<file path="src/rtl/hazard_pkg.sv">
// Shared constants and types for the pipeline hazard unit.
package hazard_pkg;

  // Link register written by jal
  localparam int unsigned DEF_REG_RA = 31;

  // Cycles until a result exists, counted from entry into EX
  localparam int unsigned TNEW_LOAD = 2;
  localparam int unsigned TNEW_ALU  = 1;
  localparam int unsigned TNEW_NONE = 0;

  // Cycles until an operand is consumed, counted from ID
  localparam int unsigned TUSE_BRANCH   = 0;
  localparam int unsigned TUSE_ALU      = 1;
  localparam int unsigned TUSE_STORE_RT = 2;

  // Forwarding mux selects
  typedef enum logic [1:0] {
    FWD_NONE = 2'd0,
    FWD_EX   = 2'd1,
    FWD_MEM  = 2'd2,
    FWD_WB   = 2'd3
  } fwd_sel_e;

  // How a stage tag register treats the incoming Tnew
  typedef enum logic [1:0] {
    TN_KEEP,
    TN_DEC,
    TN_CLEAR
  } tnew_mode_e;

endpackage

</file>
<file path="src/rtl/hazard_unit_stage_tag_reg.sv">
// One shadow-pipeline stage: {A3, Tnew, rs, rt} with bubble insertion.
module stage_tag_reg
  import hazard_pkg::*;
#(
  parameter int unsigned TNEW_W = 2,
  parameter tnew_mode_e  MODE   = TN_KEEP
) (
  input  logic              clk,
  input  logic              reset,
  input  logic              i_bubble,
  input  logic [4:0]        i_a3,
  input  logic [TNEW_W-1:0] i_tnew,
  input  logic [4:0]        i_rs,
  input  logic [4:0]        i_rt,
  output logic [4:0]        o_a3,
  output logic [TNEW_W-1:0] o_tnew,
  output logic [4:0]        o_rs,
  output logic [4:0]        o_rt
);

  logic [4:0]        r_a3;
  logic [4:0]        r_rs;
  logic [4:0]        r_rt;
  logic [TNEW_W-1:0] r_tnew;
  logic [TNEW_W-1:0] w_tnew_nxt;

  // Tnew as it will be seen one stage later
  always_comb begin
    w_tnew_nxt = i_tnew;
    case (MODE)
      TN_DEC:   w_tnew_nxt = (i_tnew == '0) ? '0 : i_tnew - TNEW_W'(1);
      TN_CLEAR: w_tnew_nxt = '0;
      default:  w_tnew_nxt = i_tnew;
    endcase
  end

  // Tag register; reset and bubble both produce an all-zero (inert) tag
  always_ff @(posedge clk) begin
    if (reset || i_bubble) begin
      r_a3   <= '0;
      r_tnew <= '0;
      r_rs   <= '0;
      r_rt   <= '0;
    end else begin
      r_a3   <= i_a3;
      r_tnew <= w_tnew_nxt;
      r_rs   <= i_rs;
      r_rt   <= i_rt;
    end
  end

  assign o_a3   = r_a3;
  assign o_tnew = r_tnew;
  assign o_rs   = r_rs;
  assign o_rt   = r_rt;

endmodule

</file>
<file path="src/rtl/hazard_unit.sv">
// Tuse/Tnew stall and forwarding control for the five-stage MIPS pipeline.
module hazard_unit
  import hazard_pkg::*;
#(
  parameter int unsigned REG_RA = DEF_REG_RA,
  parameter int unsigned TNEW_W = 2
) (
  input  logic       clk,
  input  logic       reset,
  input  logic       Rtype_ID,
  input  logic       Itype_ID,
  input  logic       load_ID,
  input  logic       save_ID,
  input  logic       beq_ID,
  input  logic       jal_ID,
  input  logic       jr_ID,
  input  logic       lui_ID,
  input  logic [4:0] rs_ID,
  input  logic [4:0] rt_ID,
  input  logic [4:0] rd_ID,
  output logic       stall,
  output logic [1:0] FwdRS_ID,
  output logic [1:0] FwdRT_ID,
  output logic [1:0] FwdRS_EX,
  output logic [1:0] FwdRT_EX,
  output logic       FwdRT_MEM
);

  logic [4:0]        w_a3_d;
  logic [TNEW_W-1:0] w_tnew_d;
  logic              w_rd_rs;
  logic              w_rd_rt;
  logic [TNEW_W-1:0] w_tuse_rs;
  logic [TNEW_W-1:0] w_tuse_rt;
  logic              w_stall;

  logic [4:0]        w_a3_e, w_a3_m, w_a3_w;
  logic [TNEW_W-1:0] w_tnew_e, w_tnew_m, w_tnew_w;
  logic [4:0]        w_rs_e, w_rs_m, w_rs_w;
  logic [4:0]        w_rt_e, w_rt_m, w_rt_w;

  // Source fields of MEM/WB tags travel with the tag but are not consumed here
  logic w_unused;
  assign w_unused = ^{w_rs_m, w_rs_w, w_rt_w};

  function automatic logic f_hit(input logic [4:0] src, input logic [4:0] a3);
    return (src != '0) && (src == a3);
  endfunction

  // Nearest producer decides; a matching producer that is not ready blocks
  // older stages (the stall covers that case)
  function automatic logic [1:0] f_sel(input logic hit_e, input logic rdy_e,
                                       input logic hit_m, input logic rdy_m,
                                       input logic hit_w, input logic rdy_w);
    if (hit_e) return rdy_e ? FWD_EX : FWD_NONE;
    if (hit_m) return rdy_m ? FWD_MEM : FWD_NONE;
    if (hit_w && rdy_w) return FWD_WB;
    return FWD_NONE;
  endfunction

  // Destination register and Tnew of the ID instruction
  always_comb begin
    w_a3_d   = '0;
    w_tnew_d = TNEW_W'(TNEW_NONE);
    if (Rtype_ID) begin
      w_a3_d   = rd_ID;
      w_tnew_d = TNEW_W'(TNEW_ALU);
    end else if (Itype_ID) begin
      w_a3_d   = rt_ID;
      w_tnew_d = TNEW_W'(TNEW_ALU);
    end else if (load_ID) begin
      w_a3_d   = rt_ID;
      w_tnew_d = TNEW_W'(TNEW_LOAD);
    end else if (jal_ID) begin
      w_a3_d   = 5'(REG_RA);
      w_tnew_d = TNEW_W'(TNEW_NONE);
    end
  end

  // Which operands the ID instruction reads, and when
  always_comb begin
    w_rd_rs   = 1'b0;
    w_rd_rt   = 1'b0;
    w_tuse_rs = '0;
    w_tuse_rt = '0;
    if (beq_ID || jr_ID) begin
      w_rd_rs   = 1'b1;
      w_tuse_rs = TNEW_W'(TUSE_BRANCH);
    end else if (Rtype_ID || (Itype_ID && !lui_ID) || load_ID || save_ID) begin
      w_rd_rs   = 1'b1;
      w_tuse_rs = TNEW_W'(TUSE_ALU);
    end
    if (beq_ID) begin
      w_rd_rt   = 1'b1;
      w_tuse_rt = TNEW_W'(TUSE_BRANCH);
    end else if (Rtype_ID) begin
      w_rd_rt   = 1'b1;
      w_tuse_rt = TNEW_W'(TUSE_ALU);
    end else if (save_ID) begin
      w_rd_rt   = 1'b1;
      w_tuse_rt = TNEW_W'(TUSE_STORE_RT);
    end
  end

  // Stall when a read operand is needed before its EX/MEM producer delivers it
  always_comb begin
    w_stall = 1'b0;
    if (!reset) begin
      w_stall = (w_rd_rs && f_hit(rs_ID, w_a3_e) && (w_tuse_rs < w_tnew_e)) ||
                (w_rd_rs && f_hit(rs_ID, w_a3_m) && (w_tuse_rs < w_tnew_m)) ||
                (w_rd_rt && f_hit(rt_ID, w_a3_e) && (w_tuse_rt < w_tnew_e)) ||
                (w_rd_rt && f_hit(rt_ID, w_a3_m) && (w_tuse_rt < w_tnew_m));
    end
  end

  // Forwarding selects for the ID comparator, ALU inputs and store data
  always_comb begin
    FwdRS_ID  = FWD_NONE;
    FwdRT_ID  = FWD_NONE;
    FwdRS_EX  = FWD_NONE;
    FwdRT_EX  = FWD_NONE;
    FwdRT_MEM = 1'b0;
    if (!reset) begin
      FwdRS_ID  = f_sel(f_hit(rs_ID, w_a3_e), w_tnew_e == '0,
                        f_hit(rs_ID, w_a3_m), w_tnew_m == '0,
                        f_hit(rs_ID, w_a3_w), w_tnew_w == '0);
      FwdRT_ID  = f_sel(f_hit(rt_ID, w_a3_e), w_tnew_e == '0,
                        f_hit(rt_ID, w_a3_m), w_tnew_m == '0,
                        f_hit(rt_ID, w_a3_w), w_tnew_w == '0);
      FwdRS_EX  = f_sel(1'b0, 1'b0,
                        f_hit(w_rs_e, w_a3_m), w_tnew_m == '0,
                        f_hit(w_rs_e, w_a3_w), w_tnew_w == '0);
      FwdRT_EX  = f_sel(1'b0, 1'b0,
                        f_hit(w_rt_e, w_a3_m), w_tnew_m == '0,
                        f_hit(w_rt_e, w_a3_w), w_tnew_w == '0);
      FwdRT_MEM = f_hit(w_rt_m, w_a3_w);
    end
  end

  assign stall = w_stall;

  stage_tag_reg #(.TNEW_W(TNEW_W), .MODE(TN_KEEP)) u_tag_e (
    .clk(clk), .reset(reset), .i_bubble(w_stall),
    .i_a3(w_a3_d), .i_tnew(w_tnew_d), .i_rs(rs_ID), .i_rt(rt_ID),
    .o_a3(w_a3_e), .o_tnew(w_tnew_e), .o_rs(w_rs_e), .o_rt(w_rt_e)
  );

  stage_tag_reg #(.TNEW_W(TNEW_W), .MODE(TN_DEC)) u_tag_m (
    .clk(clk), .reset(reset), .i_bubble(1'b0),
    .i_a3(w_a3_e), .i_tnew(w_tnew_e), .i_rs(w_rs_e), .i_rt(w_rt_e),
    .o_a3(w_a3_m), .o_tnew(w_tnew_m), .o_rs(w_rs_m), .o_rt(w_rt_m)
  );

  stage_tag_reg #(.TNEW_W(TNEW_W), .MODE(TN_CLEAR)) u_tag_w (
    .clk(clk), .reset(reset), .i_bubble(1'b0),
    .i_a3(w_a3_m), .i_tnew(w_tnew_m), .i_rs(w_rs_m), .i_rt(w_rt_m),
    .o_a3(w_a3_w), .o_tnew(w_tnew_w), .o_rs(w_rs_w), .o_rt(w_rt_w)
  );

endmodule

</file>
<file path="config.mk">
export PLATFORM = sky130hd
export DESIGN_NAME = hazard_unit
export DESIGN_NICKNAME = d
export VERILOG_FILES = /design/src/rtl/hazard_pkg.sv /design/src/rtl/hazard_unit_stage_tag_reg.sv /design/src/rtl/hazard_unit.sv
export SDC_FILE = /design/constraint.sdc
export NUM_CORES = 1
export LEC_CHECK = 0
export ABC_CLOCK_PERIOD_IN_PS = 4300
export CAP_MARGIN = 20
export CELL_PAD_IN_SITES_DETAIL_PLACEMENT = 0
export CELL_PAD_IN_SITES_GLOBAL_PLACEMENT = 1
export CORE_MARGIN = 2
export CORE_UTILIZATION = 47
export DETAILED_ROUTE_END_ITERATION = 8
export GPL_TIMING_DRIVEN = 0
export MAX_ROUTING_LAYER = met4
export PLACE_DENSITY = 0.89
export RECOVER_POWER = 25
export SYNTH_ARGS = -nofsm -noshare
export SYNTH_HDL_FRONTEND = slang
export SYNTH_HIERARCHICAL = 1
export SYNTH_SLANG_ARGS = --single-unit
</file>
<file path="constraint.sdc">
create_clock -name clk -period 4.3 [get_ports clk]
set_input_delay 0.645 -clock clk [delete_from_list [all_inputs] [get_ports clk]]
set_output_delay 0.645 -clock clk [all_outputs]
set_load 0.05 [all_outputs]
</file>
# ---- Word-level counts from Yosys, hierarchy flattened
# Cells that the tools add are included.
dict set report totals {
  regBits 34
  latchBits 0
  mem_bits_rw 0
  rom_bits 0
  inputBits 25
  out_inout_bits 10
  elab_cells 136
  memories 0
}
dict set report op_classes {
  n_addsub 1
  mul 0
  n_div 0
  magnitude_cmp 4
  eq_ne 11
  shifts 0
  muxes 73
  bitwise_logic 0
  reduce_logical 38
}
# cell n
set ops {}
lappend ops {{2-bit 2-to-1 mux} 29}
lappend ops {{5-bit equality test} 11}
lappend ops {{1-bit 2-to-1 mux} 40}
lappend ops {{5-bit nonzero test} 5}
lappend ops {{1-bit logical AND} 20}
lappend ops {{5-bit 2-to-1 mux} 4}
lappend ops {{1-bit logical OR} 8}
lappend ops {{2-bit less-than comparator} 4}
lappend ops {{2-bit logical NOT} 2}
lappend ops {{3-bit OR reduction} 1}
lappend ops {{2-bit OR reduction} 1}
lappend ops {{2-bit by 1-bit subtractor with 2-bit output, second input constant} 1}
lappend ops {{1-bit logical NOT} 1}

# ---- Logic depth before layout (Yosys ltp)
# Gate-level depths: netlist (run 1).
dict set report depth {
  word_depth 15
  ltp_mapped 9
  mapped_depth_nobuf 6
}

# ---- Hierarchy
# The synthesis (run 1) kept the hierarchy.
# module n_inst cells_per_inst area_each_um2 seq_area_each_um2
set modules_own_cells {}
lappend modules_own_cells {hazard_unit 1 168 1144.8 0.0}
lappend modules_own_cells {{stage_tag_reg at u_tag_m} 1 41 595.6 340.3}
lappend modules_own_cells {{stage_tag_reg at u_tag_e} 1 38 571.8 340.3}
lappend modules_own_cells {{stage_tag_reg at u_tag_w} 1 35 504.2 300.3}

# ---- Worst setup path before layout (run 1)
# No wires, ideal clock.
dict set report synth_path {
  path_type {input to output}
  start {input port rt_ID[0]}
  end {output port FwdRT_ID[1]}
  t_arrival_ps 2581
  setup_slack_ps 1074
  cell_stages 6
  path_cell_list {buf_2 > xor2_1 > nor3_1 > a2111oi_1 > a21oi_1 > nor3_1}
}
dict set report synth_via {
  elab_chain_cells 10
}
# element line
set synth_lines {}
lappend synth_lines {{from (decl)} hazard_unit.sv:19} ;# input logic [4:0] rt_ID,
lappend synth_lines {{5-bit equality test / 5-bit nonzero test (equally long branches)} hazard_unit.sv:47} ;# return (src != '0) && (src == a3);
lappend synth_lines {{1-bit logical AND} hazard_unit.sv:47}
lappend synth_lines {{1-bit 2-to-1 mux (2 in series)} hazard_unit.sv:57} ;# if (hit_w && rdy_w) return FWD_WB;
lappend synth_lines {{1-bit 2-to-1 mux} hazard_unit.sv:56} ;# if (hit_m) return rdy_m ? FWD_MEM : FWD_NONE;
lappend synth_lines {{1-bit 2-to-1 mux} hazard_unit.sv:123} ;# if (!reset) begin
lappend synth_lines {{2-bit 2-to-1 mux} hazard_unit.sv:58} ;# return FWD_NONE;
lappend synth_lines {{2-bit 2-to-1 mux} hazard_unit.sv:57}
lappend synth_lines {{2-bit 2-to-1 mux (*)} hazard_unit.sv:56}
lappend synth_lines {{2-bit 2-to-1 mux (*)} hazard_unit.sv:123}
lappend synth_lines {{to (decl)} hazard_unit.sv:23} ;# output logic [1:0] FwdRT_ID,
# Mark *: on every way between the ends. The rest lies on a longest branch, timed or not. The select of a mux whose other input is x is not followed.

# ---- Worst setup path in the final report (run 1)
dict set report layout_path {
  start {input port Rtype_ID}
  end {output port stall}
}
dict set report layout_via {
  elab_chain_cells 11
}
# element line
set layout_lines {}
lappend layout_lines {{from (decl)} hazard_unit.sv:10} ;# input logic Rtype_ID,
lappend layout_lines {{1-bit logical OR (3 in series)} hazard_unit.sv:89} ;# end else if (Rtype_ID || (Itype_ID && !lui_ID) || load_ID || save_ID) begin
lappend layout_lines {{1-bit 2-to-1 mux} hazard_unit.sv:89}
lappend layout_lines {{1-bit 2-to-1 mux} hazard_unit.sv:86} ;# if (beq_ID || jr_ID) begin
lappend layout_lines {{2-bit less-than comparator, or another cell as far along} hazard_unit.sv:109} ;# w_stall = (w_rd_rs && f_hit(rs_ID, w_a3_e) && (w_tuse_rs < w_tnew_e)) ||
lappend layout_lines {{1-bit logical AND, on equally long branches} {hazard_unit.sv:109, hazard_unit.sv:110}}
lappend layout_lines {{1-bit logical OR} hazard_unit.sv:109}
lappend layout_lines {{1-bit logical OR} hazard_unit.sv:110} ;# (w_rd_rs && f_hit(rs_ID, w_a3_m) && (w_tuse_rs < w_tnew_m)) ||
lappend layout_lines {{1-bit logical OR (*)} hazard_unit.sv:111} ;# (w_rd_rt && f_hit(rt_ID, w_a3_e) && (w_tuse_rt < w_tnew_e)) ||
lappend layout_lines {{1-bit 2-to-1 mux (*)} hazard_unit.sv:108} ;# if (!reset) begin
lappend layout_lines {{to (decl)} hazard_unit.sv:21} ;# output logic stall,
# Mark *: on every way between the ends. The rest lies on a longest branch, timed or not.

==> results of run 1 <==
## how the worst max path moves through the flow
stage	depth (start not counted)	to	slack (ns)	startpoint
after floorplan	6	FwdRT_ID[1]	1.07	rt_ID[0]
after global placement	8	stall	0.20	Rtype_ID
after detailed placement	8	stall	0.24	Rtype_ID
after CTS	8	stall	0.24	Rtype_ID
after global routing	8	stall	0.05	Rtype_ID
final	8	stall	0.25	Rtype_ID
## power breakdown
part,total (mW),internal [mW],leakage [nW],switching (mW)
registers,0.346,0.329,0.279,0.0177
logic,0.166,0.0852,0.733,0.0809
clock network,0.246,0.129,0.0472,0.118
total,0.759,0.543,1.06,0.216
## layer usage
layer	routed length, um	global-route usage [%]	vias to the layer above	part of all wire [%]
met5	0	-	-	0
met4	97	8.73	0	1.8
met3	171	3.21	9	3.2
met2	2440	33.6	42	46
met1	2600	30.2	887	49
li1	-	-	948	-
## cell type report
class | count | area [sq um]
Sequential cell | 34 | 681
Fill cell | 430 | 1910
Clock inverter | 2 | 12.5
Timing Repair Buffer | 34 | 340
Multi-Input combinational cell | 198 | 1480
Buffer | 20 | 154
Tap cell | 67 | 83.8
Inverter | 5 | 18.8
Clock buffer | 6 | 82.6
## sequential cells by signal, indices dropped and copies added, names as in the netlist
signal	flops
u_tag_e/o_a3	5
u_tag_e/o_rs	5
u_tag_e/o_rt	5
u_tag_m/o_a3	5
u_tag_m/o_rt	5
u_tag_w/o_a3	5
u_tag_e/o_tnew	2
u_tag_m/o_tnew	2
## layout by cell type, fill, tap and decap left out, drive strengths merged, types with 3 or more instances in the layout
master	count
dfxtp	34
nor3b	34
clkdlybuf4s50	33
xnor2	31
xor2	23
nor2	18
clkbuf	16
nand2	14
nor3	10
buf	10
nor4	9
conb	7
o21a	6
a21oi	6
nand3	5
o21ai	5
inv	5
or2	5
ha	3
==> impl_metrics.csv, run 1 <==
group,metric,value,unit
clock_tree,cts_tree,"yes",
setup_path,reg2reg_depth,8,
placed_design,hpwl,4180,um
sta,slew_violations,0,
floorplanning,std_cell_rows,25,
synth,yosys_warnings,6,
final_layout,final_nets,326,
setup_path,cp_slowest_stage_delay,0.86,ns
setup_path,cp_data_required_time,3.65,ns
setup_path,r2r-start,"u_tag_m/o_a3[2]$_SDFF_PP0_",
routing,wl_per_cell,14.5,um
synth,netlist_area,2340,sq um
setup_path,r2r-end,"u_tag_e/o_rt[0]$_SDFF_PP0_",
sta,finalCriticalPeriod,4.05,ns
placed_design,placed_area,2790,sq um
clock_tree,cts_setup_buffers,0,
final_layout,fin_util,59.9,%
setup_path,crit_chain,"clkdlybuf4s50_1, clkbuf_1, nor3b_1, ha_1, a21oi_2, a22oi_2, o22ai_1, clkdlybuf4s50_1",
clock_tree,cts_max_path_buffers,2,
final_layout,fin_cells,366,
sta,hold_violations,0,
sta,setup_ws,0.254,ns
synth,synth_cells,252,
placed_design,io_buffer_count,34,
setup_path,cp_common_cell,"clkdlybuf4s50_1",
grt,antenna_found_initial,0,
sta,skew,0.00239,ns
setup_path,worstPathArrival,3.40,ns
grt,grt_use_total,22.3,%
placed_design,placedCellCount,358,
setup_path,startpoint_type,"input pin",
grt,grt_pass1_vias,1814,
setup_path,worstPathMaxFanout,10,
setup_path,cp-end-kind,"output pin",
clock_tree,clkTransAtPathRegs,0.07,ns
routing,ant_nets,0,
clock_tree,cts_hold_buf,0,
synth,syn_area_per_cell,9.30,sq um
floorplanning,core,4750,sq um
sta,worst_pin_slew,0.554,ns
grt,grt-ovfl-total,0,
routing,drt-total-wl,5320,um
hold_path,hold_path_end,"u_tag_m/o_rt[4]$_SDFF_PP0_",
sta,finalSetupViolations,0,
flow_run,drv_cap,0,
floorplanning,die_w,74.6,um
clock_tree,clock-sinks,34,
clock_tree,clockRootBuffer,"clkbuf_8",
routing,vias,1886,
power_and_ir_drop,total_power,759,uW
clock_tree,h-tree-depth,2,
routing,first_iter_violations,65,
hold_path,worst_hold_path_type,"flip-flop to flip-flop",
routing,drc,0,
power_and_ir_drop,peakVddDrop,0.000241,V
power_and_ir_drop,power_density,266,nW/um^2
hold_path,worst_hold_startpoint,"u_tag_e/o_rt[4]$_SDFF_PP0_",
floorplanning,floorplan.initialDensity,49.3,%
clock_tree,cts_buffers,5,
sta,tns,0,ns
sta,max_slew_margin,63.0,%
clock_tree,cts_resized,0,
floorplanning,die_y,74.6,um
routing,viasPerCell,5.15,
outcome,status,"complete, no violations",
placed_design,place.gp.congestion,0.877,
sta,rsz0062_at_grt,"no",
floorplanning,die-area,5570,sq um
sta,fmax,247,MHz
setup_path,path_class,"input pin to output pin",
power_and_ir_drop,leakagePower,1.06,nW
setup_path,cp_slowest_cell,"clkdlybuf4s50_1",
grt,grt_pass1_wl,8940,um
floorplanning,io_pins,35,
hold_path,hold_depth,1,
setup_path,crit_family,"buffers and inverters",
setup_path,path_buf_inv,3,
final_layout,antenna-diode-count,0,
sta,hold_ws,0.539,ns
sta,fin_crit_sh,94.1,%
routing,first_pass_iters,4,
final_layout,final_layout_size_suffix_gt1_share,14.4,%
final_layout,areaGrowthSynthToFinish,21.6,%
placed_design,pre_cts_ws,0.240,ns
setup_path,r2r_setup_slack,2.31,ns
clock_tree,clock_latency,0.29,ns
grt,grt_max_degree,12,
final_layout,postLayoutCellArea,2850,sq um
Power figures use the tool's default switching activity.
==> inputs of run 2 (changes only) <==
Settings changed: CTS_BUF_LIST from default to sky130_fd_sc_hd__clkbuf_16.
==> impl_metrics.csv, run 2 (synthesis results as in run 1) <==
group,metric,value,unit
outcome,status,"complete, no violations",
sta,fmax,247,MHz
placed_design,place.gp.congestion,0.877,
routing,ant_nets,0,
setup_path,startpoint_type,"input pin",
grt,antenna_found_initial,0,
clock_tree,clkTransAtPathRegs,0.05,ns
sta,skew,0.00391,ns
grt,grt_pass1_vias,1857,
setup_path,worstPathMaxFanout,10,
flow_run,drv_cap,0,
power_and_ir_drop,peakVddDrop,0.000221,V
sta,setup_ws,0.244,ns
final_layout,antenna-diode-count,0,
routing,viasPerCell,5.17,
final_layout,regArea,681,sq um
final_layout,final_nets,326,
setup_path,cp_data_required_time,3.65,ns
setup_path,path_class,"input pin to output pin",
clock_tree,cts_hold_buf,0,
setup_path,r2r_setup_slack,2.33,ns
sta,slew_violations,0,
sta,hold_ws,0.542,ns
routing,wl_per_cell,14.8,um
hold_path,hold_depth,1,
grt,grt_use_total,22.5,%
floorplanning,die-area,5570,sq um
final_layout,fin_cells,366,
sta,fin_crit_sh,94.3,%
clock_tree,h-tree-depth,2,
setup_path,reg2reg_depth,8,
sta,max_slew_margin,63.3,%
grt,grt-ovfl-total,0,
floorplanning,std_cell_rows,25,
floorplanning,core,4750,sq um
sta,hold_violations,0,
hold_path,worst_hold_startpoint,"u_tag_e/o_tnew[0]$_SDFF_PP0_",
placed_design,pre_cts_ws,0.240,ns
final_layout,areaGrowthSynthToFinish,23.8,%
floorplanning,die_y,74.6,um
sta,worst_pin_slew,0.550,ns
sta,rsz0062_at_grt,"no",
clock_tree,cts_setup_buffers,0,
setup_path,r2r-start,"u_tag_m/o_a3[2]$_SDFF_PP0_",
placed_design,io_buffer_count,34,
sta,finalCriticalPeriod,4.06,ns
grt,grt_pass1_wl,9050,um
power_and_ir_drop,power_density,295,nW/um^2
setup_path,r2r-end,"u_tag_e/o_rs[3]$_SDFF_PP0_",
floorplanning,floorplan.initialDensity,49.3,%
grt,grt_max_degree,12,
floorplanning,io_pins,35,
power_and_ir_drop,leakagePower,1.08,nW
routing,drc,0,
placed_design,placedCellCount,358,
final_layout,mostFrequentLayoutCells,"dfxtp_1 (34), clkdlybuf4s50_1 (33), xnor2_1 (31)",
clock_tree,clock-sinks,34,
sta,finalSetupViolations,0,
final_layout,multi_input_area,1480,sq um
clock_tree,cts_max_path_buffers,2,
routing,drt-total-wl,5410,um
final_layout,fin_util,61.0,%
clock_tree,clockRootBuffer,"clkbuf_16",
routing,vias,1893,
clock_tree,cts_buffers,5,
placed_design,hpwl,4180,um
floorplanning,die_w,74.6,um
final_layout,mostFrequentLayoutCell,"dfxtp_1",
hold_path,worst_hold_path_type,"flip-flop to flip-flop",
hold_path,hold_path_end,"u_tag_m/o_tnew[0]$_SDFF_PP0_",
clock_tree,clock_latency,0.28,ns
setup_path,worstPathArrival,3.41,ns
sta,tns,0,ns
clock_tree,cts_tree,"yes",
clock_tree,cts_resized,0,
routing,first_pass_iters,4,
routing,first_iter_violations,80,
final_layout,final_layout_size_suffix_gt1_share,14.4,%
setup_path,cp-end-kind,"output pin",
final_layout,fillerInstances,431,
-- run 2: cell type report --
cell class	count	share of cell area (%)
well taps	67	2.89
clock inverters	3	0.561
plain buffers	20	5.31
flip-flops and latches	34	23.5
inverters	5	0.647
repair buffers	34	11.7
clock buffers	5	4.31
multi-input cells	198	51.1
-- run 2: power breakdown --
group	switching (mW)	leakage [nW]	total (mW)	internal [mW]
clock network	0.132	0.0672	0.343	0.211
registers	0.0179	0.279	0.347	0.329
logic	0.0814	0.735	0.167	0.0854
total	0.231	1.08	0.857	0.626
-- run 2: how the worst max path moves through the flow --
stage / startpoint / slack, ns / endpoint
2_1_floorplan: rt_ID[0] / 1.07 / FwdRT_ID[1]
3_3_place_gp: Rtype_ID / 0.20 / stall
3_5_place_dp: Rtype_ID / 0.24 / stall
4_1_cts: Rtype_ID / 0.24 / stall
5_1_grt: Rtype_ID / 0.05 / stall
6_report: Rtype_ID / 0.24 / stall
-- run 2: critical path, stage by stage --
cell	delay, ns
clkdlybuf4s50_1	0.50
clkbuf_1	0.26
nor3b_1	0.38
ha_1	0.31
a21oi_2	0.13
a22oi_2	0.09
o22ai_1	0.23
clkdlybuf4s50_1	0.86
-- run 2: metal layers --
layer	GRT usage (%)	wire (um)	up-vias
li1	-	-	954
met1	30.0	2490	870
met2	34.5	2490	55
met3	2.68	292	14
met4	9.72	129	0
met5	-	0	-
-- run 2: through the flow --
stage | total power [mW] | area [sq um]
2_1_floorplan | 0.463 | 2360
3_3_place_gp | 0.519 | 2790
3_5_place_dp | 0.521 | 2790
4_1_cts | 0.864 | 2930
5_1_grt | 0.894 | 2900
6_report | 0.857 | 2900
==> inputs of run 3 (changes only) <==
Settings changed: CORE_UTILIZATION 47 to 30, PLACE_DENSITY 0.89 to 0.62.
==> impl_metrics.csv, run 3 (synthesis results as in run 1) <==
group,metric,value,unit
setup_path,cp-end-kind,"output pin",
floorplanning,die_w,92.4,um
setup_path,path_class,"input pin to output pin",
routing,vias,1813,
clock_tree,cts_max_path_buffers,2,
setup_path,cp_slowest_cell,"clkdlybuf4s50_1",
floorplanning,io_pins,35,
floorplanning,std_cell_rows,32,
sta,fmax,245,MHz
sta,hold_ws,0.538,ns
grt,grt_use_total,15.0,%
floorplanning,die-area,8530,sq um
clock_tree,cts_hold_buf,0,
grt,grt_pass1_wl,9630,um
final_layout,mostFrequentLayoutCells,"dfxtp_1 (34), clkdlybuf4s50_1 (33), xnor2_1 (31)",
sta,tns,0,ns
setup_path,worstPathArrival,3.43,ns
power_and_ir_drop,leakagePower,1.08,nW
floorplanning,die_y,92.4,um
clock_tree,cts_tree,"yes",
outcome,status,"complete, no violations",
final_layout,final_layout_size_suffix_gt1_share,13.8,%
sta,skew,0.00264,ns
sta,hold_violations,0,
grt,antenna_found_initial,0,
final_layout,mostFrequentLayoutCell,"dfxtp_1",
clock_tree,clkTransAtPathRegs,0.05,ns
clock_tree,cts_resized,0,
clock_tree,clock_latency,0.27,ns
grt,grt-ovfl-total,0,
setup_path,crit_chain,"clkdlybuf4s50_1, clkbuf_1, nor3b_1, ha_1, a21oi_2, a22oi_2, o22ai_1, clkdlybuf4s50_1",
placed_design,place.gp.congestion,0.749,
setup_path,path_buf_inv,3,
hold_path,worst_hold_path_type,"flip-flop to flip-flop",
final_layout,areaGrowthSynthToFinish,25.1,%
sta,fin_crit_sh,94.8,%
routing,drt-total-wl,5990,um
placed_design,hpwl,4650,um
routing,wl_per_cell,15.0,um
sta,rsz0062_at_grt,"no",
routing,ant_nets,0,
setup_path,crit_family,"buffers and inverters",
setup_path,startpoint_type,"input pin",
flow_run,drv_cap,0,
power_and_ir_drop,total_power,837,uW
clock_tree,h-tree-depth,2,
setup_path,cp_data_required_time,3.65,ns
sta,max_slew_margin,63.1,%
setup_path,cp_common_cell,"clkdlybuf4s50_1",
clock_tree,cts_buffers,5,
power_and_ir_drop,peakVddDrop,0.000156,V
sta,worst_pin_slew,0.552,ns
clock_tree,clockRootBuffer,"clkbuf_16",
sta,finalCriticalPeriod,4.08,ns
floorplanning,floorplan.initialDensity,30.6,%
sta,finalSetupViolations,0,
grt,grt_pass1_vias,1785,
routing,viasPerCell,4.54,
floorplanning,core,7650,sq um
routing,first_pass_iters,4,
clock_tree,cts_setup_buffers,0,
setup_path,cp_slowest_stage_delay,0.86,ns
sta,slew_violations,0,
grt,grt_max_degree,11,
routing,first_iter_violations,68,
placed_design,io_buffer_count,34,
clock_tree,clock-sinks,34,
routing,drc,0,
power_and_ir_drop,power_density,285,nW/um^2
final_layout,antenna-diode-count,0,
final_layout,final_nets,326,
setup_path,worstPathMaxFanout,10,
## run 3: changes by cell type in the layout (fill, tap and decap cells not counted)
| cell | before | now |
|---|---|---|
| clkinv_2 | 1 | 0 |
| clkinvlp_4 | 1 | 0 |
## run 3: routing by layer
metal  vias up  GRT usage [%]  wire [um]
met5         -              -          0
met4         0           3.48         30
met3         2           2.52        199
met2        30           23.5       2820
met1       834           20.3       2940
li1        947              -          -
## run 3: worst paths after layout
path | startpoint | endpoint | slack [ns] | cells after the start
setup / recovery | Rtype_ID | stall | 0.22 | 8
hold / removal | u_tag_e/o_a3[1]$_SDFF_PP0_ | u_tag_m/o_a3[1]$_SDFF_PP0_ | 0.54 | 1
hold reg to reg | u_tag_e/o_a3[1]$_SDFF_PP0_ | u_tag_m/o_a3[1]$_SDFF_PP0_ | 0.54 | 1
setup reg to reg | u_tag_m/o_a3[4]$_SDFF_PP0_ | u_tag_e/o_rs[1]$_SDFF_PP0_ | 2.29 | 8
## run 3: stage by stage
step | setup WS (ns) | cells | instance area [sq um] | utilization, %
after floorplan | 1.07 | 257 | 2360 | -
after global placement | 0.163 | 393 | 2830 | 37.0
after detailed placement | 0.184 | 393 | 2830 | 37.0
after CTS | 0.177 | 399 | 2960 | 38.7
after global routing | 0.0531 | 399 | 2930 | 38.3
final | 0.224 | 399 | 2930 | 38.3
## run 3: cell type report
class	count	area, sq um
Multi-Input combinational cell	198	1480
Clock buffer	5	125
Sequential cell	34	681
Inverter	5	18.8
Tap cell	102	128
Fill cell	766	4720
Clock inverter	1	3.75
Timing Repair Buffer	34	340
Buffer	20	154
## run 3: report_power, final
part	leakage, nW	total (mW)	switching (mW)	internal (mW)
clock	0.0632	0.321	0.116	0.205
sequential	0.279	0.348	0.0181	0.330
combinational	0.735	0.168	0.0824	0.0854
total	1.08	0.837	0.216	0.620
